==> src/rtl/branch_predictor_pkg.sv <==
// Shared constants for the branch predictor: pipeline stage numbering,
// 2-bit counter encodings, counter reset value and statistics width.
package branch_predictor_pkg;

  localparam int unsigned STAGE_ID  = 0;
  localparam int unsigned STAGE_EX  = STAGE_ID + 1;
  localparam int unsigned STAGE_MEM = STAGE_ID + 2;

  localparam int unsigned PC_W     = 32;
  localparam int unsigned ADDR_LSB = 2;
  localparam int unsigned STAT_W   = 16;
  localparam int unsigned CTR_W    = 2;

  typedef enum logic [CTR_W-1:0] {
    SNT = 2'd0,
    WNT = 2'd1,
    WT  = 2'd2,
    ST  = 2'd3
  } ctr_e;

  localparam ctr_e CTR_RESET = WNT;

endpackage

==> src/rtl/branch_predictor_if.sv <==
// Datapath <-> predictor bundle.
//   master: datapath side (drives ID/MEM info, receives predictions/stats)
//   slave : predictor side
interface branch_predictor_if;
  import branch_predictor_pkg::*;

  logic [PC_W-1:0]   id_pc;
  logic              id_is_branch;
  logic              id_is_jump;
  logic              stall;
  logic              flush;
  logic              branch_resolved;
  logic              actual_taken;
  logic              mispredict;
  logic              predict_taken;
  logic              jump_taken;
  logic [STAT_W-1:0] branch_count;
  logic [STAT_W-1:0] mispredict_count;

  modport master (
    output id_pc, id_is_branch, id_is_jump, stall, flush,
           branch_resolved, actual_taken, mispredict,
    input  predict_taken, jump_taken, branch_count, mispredict_count
  );

  modport slave (
    input  id_pc, id_is_branch, id_is_jump, stall, flush,
           branch_resolved, actual_taken, mispredict,
    output predict_taken, jump_taken, branch_count, mispredict_count
  );

endinterface

==> src/rtl/branch_predictor_sat_counter2.sv <==
// Next-value logic for a 2-bit saturating counter.
//   cur    : current counter value
//   inc    : step toward strongly taken (saturates at ST)
//   dec    : step toward strongly not-taken (saturates at SNT)
//   nxt_c  : combinational next value
module sat_counter2
  import branch_predictor_pkg::*;
(
  input  logic [CTR_W-1:0] cur,
  input  logic             inc,
  input  logic             dec,
  output logic [CTR_W-1:0] nxt_c
);

  always_comb begin
    nxt_c = cur;
    if (inc && !dec && (cur != CTR_W'(ST))) begin
      nxt_c = cur + CTR_W'(1);
    end else if (dec && !inc && (cur != CTR_W'(SNT))) begin
      nxt_c = cur - CTR_W'(1);
    end
  end

endmodule

==> src/rtl/branch_predictor.sv <==
// Bimodal branch predictor: a table of 2-bit counters looked up in ID,
// the prediction carried through EX and MEM, and the table trained when
// the MEM-stage branch resolves.
//   clk  : clock, rising edge
//   rst  : asynchronous active-low reset
//   bp   : predictor side of the datapath bundle
module branch_predictor
  import branch_predictor_pkg::*;
#(
  parameter int unsigned IDX_BITS = 4
) (
  input  logic             clk,
  input  logic             rst,
  branch_predictor_if.slave bp
);

  localparam int unsigned ENTRIES = 1 << IDX_BITS;

  logic [CTR_W-1:0]    ctr_q [ENTRIES];
  logic [CTR_W-1:0]    ctr_d [ENTRIES];
  logic [CTR_W-1:0]    ctr_nxt;

  // Slots indexed by stage number; upd marks a conditional branch
  // (jumps travel through the slots but never train the table).
  logic                slot_valid_q [STAGE_EX:STAGE_MEM];
  logic                slot_valid_d [STAGE_EX:STAGE_MEM];
  logic                slot_upd_q   [STAGE_EX:STAGE_MEM];
  logic                slot_upd_d   [STAGE_EX:STAGE_MEM];
  logic                slot_pred_q  [STAGE_EX:STAGE_MEM];
  logic                slot_pred_d  [STAGE_EX:STAGE_MEM];
  logic [IDX_BITS-1:0] slot_idx_q   [STAGE_EX:STAGE_MEM];
  logic [IDX_BITS-1:0] slot_idx_d   [STAGE_EX:STAGE_MEM];

  logic [STAT_W-1:0]   branch_cnt_q, branch_cnt_d;
  logic [STAT_W-1:0]   mispred_cnt_q, mispred_cnt_d;

  logic [IDX_BITS-1:0] id_idx;
  logic                accept;
  logic                unused_pc_bits;

  assign id_idx         = bp.id_pc[ADDR_LSB +: IDX_BITS];
  assign unused_pc_bits = ^{bp.id_pc[PC_W-1:ADDR_LSB+IDX_BITS], bp.id_pc[ADDR_LSB-1:0]};

  // ID lookup reads the registered table only; same-cycle updates show next cycle.
  assign bp.predict_taken = bp.id_is_jump | (bp.id_is_branch & ctr_q[id_idx][1]);

  assign accept = bp.branch_resolved & slot_valid_q[STAGE_MEM] & slot_upd_q[STAGE_MEM];

  sat_counter2 u_sat_counter2 (
    .cur   (ctr_q[slot_idx_q[STAGE_MEM]]),
    .inc   (accept & bp.actual_taken),
    .dec   (accept & ~bp.actual_taken),
    .nxt_c (ctr_nxt)
  );

  // Table update; flush does not block it since MEM has already resolved.
  always_comb begin
    ctr_d = ctr_q;
    if (accept) begin
      ctr_d[slot_idx_q[STAGE_MEM]] = ctr_nxt;
    end
  end

  // Slot advance: flush beats stall; stall bubbles EX while MEM still advances.
  always_comb begin
    slot_valid_d[STAGE_EX]  = bp.id_is_branch | bp.id_is_jump;
    slot_upd_d[STAGE_EX]    = bp.id_is_branch & ~bp.id_is_jump;
    slot_pred_d[STAGE_EX]   = bp.predict_taken;
    slot_idx_d[STAGE_EX]    = id_idx;
    slot_valid_d[STAGE_MEM] = slot_valid_q[STAGE_EX];
    slot_upd_d[STAGE_MEM]   = slot_upd_q[STAGE_EX];
    slot_pred_d[STAGE_MEM]  = slot_pred_q[STAGE_EX];
    slot_idx_d[STAGE_MEM]   = slot_idx_q[STAGE_EX];
    if (bp.flush) begin
      slot_valid_d[STAGE_EX]  = 1'b0;
      slot_valid_d[STAGE_MEM] = 1'b0;
    end else if (bp.stall) begin
      slot_valid_d[STAGE_EX]  = 1'b0;
    end
  end

  // Saturating statistics.
  always_comb begin
    branch_cnt_d  = branch_cnt_q;
    mispred_cnt_d = mispred_cnt_q;
    if (accept && (branch_cnt_q != '1)) begin
      branch_cnt_d = branch_cnt_q + STAT_W'(1);
    end
    if (accept && bp.mispredict && (mispred_cnt_q != '1)) begin
      mispred_cnt_d = mispred_cnt_q + STAT_W'(1);
    end
  end

  always_ff @(posedge clk or negedge rst) begin
    if (!rst) begin
      for (int unsigned i = 0; i < ENTRIES; i++) begin
        ctr_q[i] <= CTR_W'(CTR_RESET);
      end
      for (int unsigned s = STAGE_EX; s <= STAGE_MEM; s++) begin
        slot_valid_q[s] <= 1'b0;
        slot_upd_q[s]   <= 1'b0;
        slot_pred_q[s]  <= 1'b0;
        slot_idx_q[s]   <= '0;
      end
      branch_cnt_q  <= '0;
      mispred_cnt_q <= '0;
    end else begin
      ctr_q         <= ctr_d;
      slot_valid_q  <= slot_valid_d;
      slot_upd_q    <= slot_upd_d;
      slot_pred_q   <= slot_pred_d;
      slot_idx_q    <= slot_idx_d;
      branch_cnt_q  <= branch_cnt_d;
      mispred_cnt_q <= mispred_cnt_d;
    end
  end

  assign bp.jump_taken       = slot_valid_q[STAGE_MEM] & slot_pred_q[STAGE_MEM];
  assign bp.branch_count     = branch_cnt_q;
  assign bp.mispredict_count = mispred_cnt_q;

endmodule

==> src/flat_wrapper.sv <==
// flat-port wrapper written by rule: the top's interface ports become plain ports
module branch_predictor_flat import branch_predictor_pkg::*;
#(
  parameter int unsigned IDX_BITS = 4
)
  (clk, rst, bp_id_pc, bp_id_is_branch, bp_id_is_jump, bp_stall, bp_flush, bp_branch_resolved, bp_actual_taken, bp_mispredict, bp_predict_taken, bp_jump_taken, bp_branch_count, bp_mispredict_count);
  branch_predictor_if bp_i ();
  input  logic clk;
  input  logic rst;
  input wire logic [$bits(bp_i.id_pc)-1:0] bp_id_pc;
  input wire logic [$bits(bp_i.id_is_branch)-1:0] bp_id_is_branch;
  input wire logic [$bits(bp_i.id_is_jump)-1:0] bp_id_is_jump;
  input wire logic [$bits(bp_i.stall)-1:0] bp_stall;
  input wire logic [$bits(bp_i.flush)-1:0] bp_flush;
  input wire logic [$bits(bp_i.branch_resolved)-1:0] bp_branch_resolved;
  input wire logic [$bits(bp_i.actual_taken)-1:0] bp_actual_taken;
  input wire logic [$bits(bp_i.mispredict)-1:0] bp_mispredict;
  output wire logic [$bits(bp_i.predict_taken)-1:0] bp_predict_taken;
  output wire logic [$bits(bp_i.jump_taken)-1:0] bp_jump_taken;
  output wire logic [$bits(bp_i.branch_count)-1:0] bp_branch_count;
  output wire logic [$bits(bp_i.mispredict_count)-1:0] bp_mispredict_count;
  assign bp_i.id_pc = bp_id_pc;
  assign bp_i.id_is_branch = bp_id_is_branch;
  assign bp_i.id_is_jump = bp_id_is_jump;
  assign bp_i.stall = bp_stall;
  assign bp_i.flush = bp_flush;
  assign bp_i.branch_resolved = bp_branch_resolved;
  assign bp_i.actual_taken = bp_actual_taken;
  assign bp_i.mispredict = bp_mispredict;
  assign bp_predict_taken = bp_i.predict_taken;
  assign bp_jump_taken = bp_i.jump_taken;
  assign bp_branch_count = bp_i.branch_count;
  assign bp_mispredict_count = bp_i.mispredict_count;
  branch_predictor #(.IDX_BITS(IDX_BITS)) u_core (.clk(clk), .rst(rst), .bp(bp_i));
endmodule
==> config.mk <==
export PLATFORM = sky130hd
export DESIGN_NAME = branch_predictor_flat
export DESIGN_NICKNAME = d
export VERILOG_FILES = /design/src/rtl/branch_predictor_pkg.sv /design/src/rtl/branch_predictor_if.sv /design/src/rtl/branch_predictor_sat_counter2.sv /design/src/rtl/branch_predictor.sv /design/src/flat_wrapper.sv
export SDC_FILE = /design/constraint.sdc
export NUM_CORES = 1
export LEC_CHECK = 0
export CAP_MARGIN = 20
export CORE_AREA = 4 4 109 111
export DETAILED_ROUTE_END_ITERATION = 12
export DIE_AREA = 0 0 113 115
export GPL_TIMING_DRIVEN = 0
export PLACE_DENSITY = 0.69
export SETUP_SLACK_MARGIN = 0.4
export SYNTH_ARGS = -nofsm -noshare
export SYNTH_HDL_FRONTEND = slang
export SYNTH_SLANG_ARGS = --single-unit
==> constraint.sdc <==
create_clock -name clk -period 8.85 [get_ports clk]
set_clock_uncertainty 0.05 [all_clocks]
set_input_delay 1.77 -clock clk [delete_from_list [all_inputs] [get_ports clk]]
set_output_delay 1.77 -clock clk [all_outputs]
set_load 0.05 [all_outputs]
Word level (Yosys, flattened, before mapping)
Index checks and enable logic that the tools add are counted.

storage, ports and cells
  flip-flop bits (word level) = 78
  input bits = 41
  output and inout bits = 34
  word-level logic and storage cells = 74

cells by class
  add/sub/neg operators = 4
  $lt $le $gt $ge = 3
  eq/ne operators = 3
  mux-type cells = 14
  bitwise logic cells = 13
  reductions and logical operators = 11

operators with widths
  kind                                                number
  adder 16 x 1 -> 16 bit, second input constant       2
  bitwise mux 32 bit                                  1
  inequality test 16 bit, second input constant       2
  binary-select mux 2 bit (select 4 bit)              2
  two-way mux 2 bit                                   7
  >= comparator 5 bit, second input constant          2
  NOT 4 -> 5 bit                                      2
  demux 2 bit (select 4 bit)                          1
  logical AND 1 bit                                   8
  bitwise AND 1 bit                                   7
  < comparator 5 x 1 -> 1 bit, second input constant  1
  two-way mux 1 bit                                   3
  adder 2 x 1 -> 2 bit, second input constant         1
  logical NOT 1 bit                                   2
  inequality test 2 bit, second input constant        1
  NOT 1 bit                                           2
  bitwise OR 1 bit                                    2
  nonzero test 2 bit                                  1
  subtractor 2 x 1 -> 2 bit, second input constant    1

Depth between registers and ports, before layout
  depth in word-level cells = 9
  depth in mapped cells = 10
  mapped depth without buffers = 9

Modules after synthesis
From an unflattened synthesis, not the netlist that was laid out.

second synthesis, totals
  cell total of the unflattened synthesis = 294
  area total of the unflattened synthesis = 3,769.9 um2

by module, submodules not included
  module            instances  cells an instance  area each (um2)  sequential area each (um2)
  branch_predictor  1          280                3,672.3          1,971.9
  sat_counter2      1          14                 97.6             0.0

Least setup slack after synthesis
OpenSTA, ideal clock, no wires.

  kind = input-to-output
  start point = input bp_id_pc[2]
  end point = output bp_predict_taken
  arrival time = 3.044 ns
  data required time = 7.030 ns
  setup slack = 3.986 ns
  cell stages on the path = 3
  buffers on the path = 0
  cell sequence = mux4_2 > mux4_2 > a21o_1

on the way
  cells in the longest elaborated chain, start to end = 6

ends and longest elaborated chain
  element                                               RTL line                text
  start, declared                                       flat_wrapper.sv:10      input wire logic [$bits(bp_i.id_pc)-1:0] bp_id_pc;
  NOT 4 -> 5 bit (not written as such)                  branch_predictor.sv:45  assign bp.predict_taken = bp.id_is_jump | (bp.id_is_branch & ctr_q[id_idx][1]);
  binary-select mux 2 bit (select 4 bit)                branch_predictor.sv:45
  two-way mux 2 bit (not written as such) (2 in a row)  branch_predictor.sv:45
  bitwise AND 1 bit                                     branch_predictor.sv:45
  bitwise OR 1 bit                                      branch_predictor.sv:45
  end, declared                                         flat_wrapper.sv:18      output wire logic [$bits(bp_i.predict_taken)-1:0] bp_predict_taken;

No other way between the ends. The select of a mux whose other input is x is not followed.

Worst setup path in the final report
Ends and elaborated chain as after synthesis.

==> summary.txt <==
Worst setup path
  • Worst reg2reg path endpoint: u_core.ctr_q[21]
  • Required time of the worst setup path: 7.03 ns
  • Startpoint of the most critical setup path: bp_id_pc[2]
  • Worst reg2reg path startpoint: u_core.slot_idx_q[2]
  • Critical Path Source Type: primary input
  • Worst setup EP type: output port
  • Cell depth of the worst flop-to-flop path: 10
  • Crit Path Category: in2out
  • Crit path arrival time: 4.42 ns
  • Capture point of the critical path: bp_predict_taken
  • Max Fanout on Critical Path: 5
  • Setup slack on the worst flop-to-flop path: 5.69 ns

Power and ir drop
  • Power share of the clock group: 36.3%
  • Relative contribution of combinational cells to total power: 9.2%
  • Total leakage power: 1.945 nW
  • Fraction of power consumed by sequential logic: 54.5%
  • Cell-internal power: 0.4964 mW
  • Switching power: 0.1911 mW
  • Pwr per Cell Area: 150.0 nW/um^2
  • Switching portion of total power: 27.80%
  • Peak supply drop: 0.08300 mV

STA
  • Smallest setup slack after layout: 2.615 ns
  • Transition at the pin with the smallest max-transition slack: 0.5219 ns
  • Number of pins exceeding their max-slew limit in the final report: 0
  • Setup repair after global routing missed its margin: false
  • Endpoints failing hold: 0
  • Post-route minimum period: 6.235 ns
  • Slew Limit Headroom: 65.13%
  • Final-layout setup total negative slack: 0 ns
  • Finish-stage setup viols: 0
  • Share of the clock period used by the worst path: 70.45%
  • Maximum frequency from static timing analysis: 160.4 MHz

Global route
  • GRT Residual Overflow: 0
  • Largest net degree at the start of global routing: 54
  • Global-route wire length before repair: 13,320 microns
  • Antenna violations before repair: 0
  • Total global-route track usage: 12.88%
  • Vias in the first global route: 2,625

Status
  • Result of the run: finished clean

Layout
  • Fraction of final layout cells sized beyond drive strength 1: 21.53%
  • Count of fill cells added during filler insertion: 995
  • Total inserted antenna cells: 0
  • Design Area, Final: 4583 sq um
  • Leading cell types in the layout, fill and taps excluded: sky130_fd_sc_hd__dfrtp_1 (62), sky130_fd_sc_hd__clkdlybuf4s50_1 (45), sky130_fd_sc_hd__nor2_1 (27)
  • Final nets: 393
  • Commonest non-fill, non-tap cell in the layout: sky130_fd_sc_hd__dfrtp_1
  • Synthesis-to-layout area growth: 22.47%

Clocking
  • Post-CTS sizing: 0
  • Root buffer cell: sky130_fd_sc_hd__clkbuf_8
  • Number of CTS-inserted buffers: 9
  • Clock insertion delay at the later pin of the skew report: 0.36 ns
  • Postcts setup bufs: 0
  • Total clock sinks: 78
  • Level count of the clock H-tree: 3
  • CTS tree: done
  • Clock input transition at the sequential cells of the worst setup and hold paths: 0.10 ns
  • Number of buffers added to fix hold violations after cts: 0
  • Clock Tree Buf Depth: 2

Route
  • Via density: 5.093
  • First-pass iteration count of the detailed router: 4
  • Total detailed-routing wirelength: 7881 microns
  • Number of antenna-violating nets in the routed design: 0
  • Residual DRC count: 0
  • Average wire per standard cell: 15.99 microns
  • Total number of vias: 2,511
  • Starting DRC count in detailed routing: 161

Placed design
  • Area after detailed placement: 4403 sq um
  • Gpl congestion: 0.8486
  • Total of buffers placed on input and output ports: 46
  • Final HPWL DP: 5792 microns
  • Worst-case setup slack after placement: 2.598 ns

Floorplan
  • Number of primary I/O pins: 75
  • Row cnt: 38
  • Die H: 115 microns
  • Overall die area: 13,000 sq um
  • CORE AREA: 10,790 sq um
  • Floorplan die width: 113 microns
  • Starting density of the core: 34.67%

Yosys
  • Post-synth design cell area: 3742 sq um
  • Mean cell area of the mapped netlist: 12.90 sq um
  • Synthesized flop and latch total: 78
  • Most used flip-flop cell after synthesis: sky130_fd_sc_hd__dfrtp_1
  • Share of flip-flops with an asynchronous set or reset after synthesis: 100.0%
  • Yosys warnings: 0
  • Number of nets in the synthesized netlist: 335
  • Synthesized instance count: 290
  • Portion of the post-synthesis area used by sequential elements: 52.69%
  • Count of flip-flops with a built-in enable after synthesis: 0
  • Synth cell types: 44

Run
  • Max_cap viols: 0

Min path
  • Min-Delay Path Class: reg2reg
==> cells by family (layout without fill, tap and decap cells) <==
logic type	Yosys count	in the layout	synth area share, %
AND/OR/NAND/NOR	107	107	15.11
flip-flops	78	78	52.69
multiplexers	41	41	17.22
XOR/XNOR	31	31	7.255
AO/OA/AOI/OAI	21	21	4.313
buffers and inverters	8	71	2.073
adder cells (fa/ha/maj)	4	4	1.337
==> critical path, cell delays in order <==
cell	delay [ns]
sky130_fd_sc_hd__clkdlybuf4s50_1	0.68
sky130_fd_sc_hd__mux4_2	0.55
sky130_fd_sc_hd__mux4_2	0.47
sky130_fd_sc_hd__a21o_1	0.22
sky130_fd_sc_hd__clkdlybuf4s50_1	0.72
==> worst min path at each step <==
stage                                  to                   from  cells past startpoint
floorplan            u_core.slot_idx_q[0]   u_core.slot_idx_d[0]                      0
global placement     u_core.slot_idx_q[0]   u_core.slot_idx_d[0]                      0
detailed placement  u_core.slot_pred_q[0]  u_core.slot_pred_d[0]                      0
CTS                 u_core.slot_pred_q[0]  u_core.slot_pred_d[0]                      0
global route        u_core.slot_pred_q[0]  u_core.slot_pred_d[0]                      0
finish               u_core.slot_upd_q[0]   u_core.slot_upd_d[0]                      0
==> registers in the layout (all words and copies together), names as in the netlist <==
name and count:
u_core.bp.branch_count 16, u_core.bp.mispredict_count 16, u_core.ctr_q 32, u_core.slot_idx_d 4, u_core.slot_idx_q 4, u_core.slot_pred_d 1, u_core.slot_pred_q 1, u_core.slot_upd_d 1
u_core.slot_upd_q 1, u_core.slot_valid_q 2
==> area by class of cell <==
| class | instances | area [sq um] | area share (%) |
|---|---|---|---|
| Multi-Input combinational cell | 204 | 1693 | 36.94 |
| Timing Repair Buffer | 47 | 485.5 | 10.59 |
| Buffer | 6 | 70.07 | 1.529 |
| Clock buffer | 9 | 123.9 | 2.703 |
| Inverter | 2 | 7.507 | 0.1638 |
| Clock inverter | 7 | 56.30 | 1.229 |
| Tap cell | 140 | 175.2 | 3.822 |
| Sequential cell | 78 | 1972 | 43.02 |
==> cells in the mapped netlist (6+ instances only) <==
| master | n | area share (%) |
|---|---|---|
| sky130_fd_sc_hd__nand3_1 | 16 | 2.1 |
| sky130_fd_sc_hd__mux2_2 | 16 | 4.8 |
| sky130_fd_sc_hd__and3_1 | 11 | 1.8 |
| sky130_fd_sc_hd__xnor2_1 | 26 | 6.1 |
| sky130_fd_sc_hd__dfrtp_1 | 62 | 41 |
| sky130_fd_sc_hd__nand2_1 | 20 | 2.0 |
| sky130_fd_sc_hd__a31oi_1 | 9 | 1.5 |
| sky130_fd_sc_hd__mux4_2 | 11 | 6.6 |
| sky130_fd_sc_hd__dfstp_2 | 16 | 11 |
| sky130_fd_sc_hd__nand4_1 | 6 | 1.0 |
| sky130_fd_sc_hd__nor2_1 | 27 | 2.7 |
| sky130_fd_sc_hd__mux2_1 | 9 | 2.7 |
==> through the flow <==
stage | hold WS (ns) | std cells | power [mW] | util, %
after floorplan | 0.2812 | 290 | 0.4143 | -
after global placement | 0.2840 | 476 | 0.4425 | 40.56
after detailed placement | 0.2870 | 477 | 0.4456 | 40.80
after CTS | 0.3040 | 493 | 0.6998 | 42.46
after global routing | 0.3058 | 493 | 0.7202 | 42.46
final | 0.3003 | 493 | 0.6875 | 42.46
==> routing by layer <==
layer	vias up	track usage, %	wire (microns)
li1	1184	-	-
met1	1255	16.14	3362
met2	67	21.52	3956
met3	5	4.211	484
met4	0	3.606	76
met5	-	0	0
==> power groups by stage <==
stage / registers (mW) / clock network [mW] / logic [mW]
floorplan: 0.393 / 0 / 0.0212
global placement: 0.381 / 0 / 0.0617
detailed placement: 0.381 / 0 / 0.0643
CTS: 0.375 / 0.260 / 0.0648
global route: 0.376 / 0.275 / 0.0692
finish: 0.374 / 0.250 / 0.0634
(Power assumes the default switching activity.)
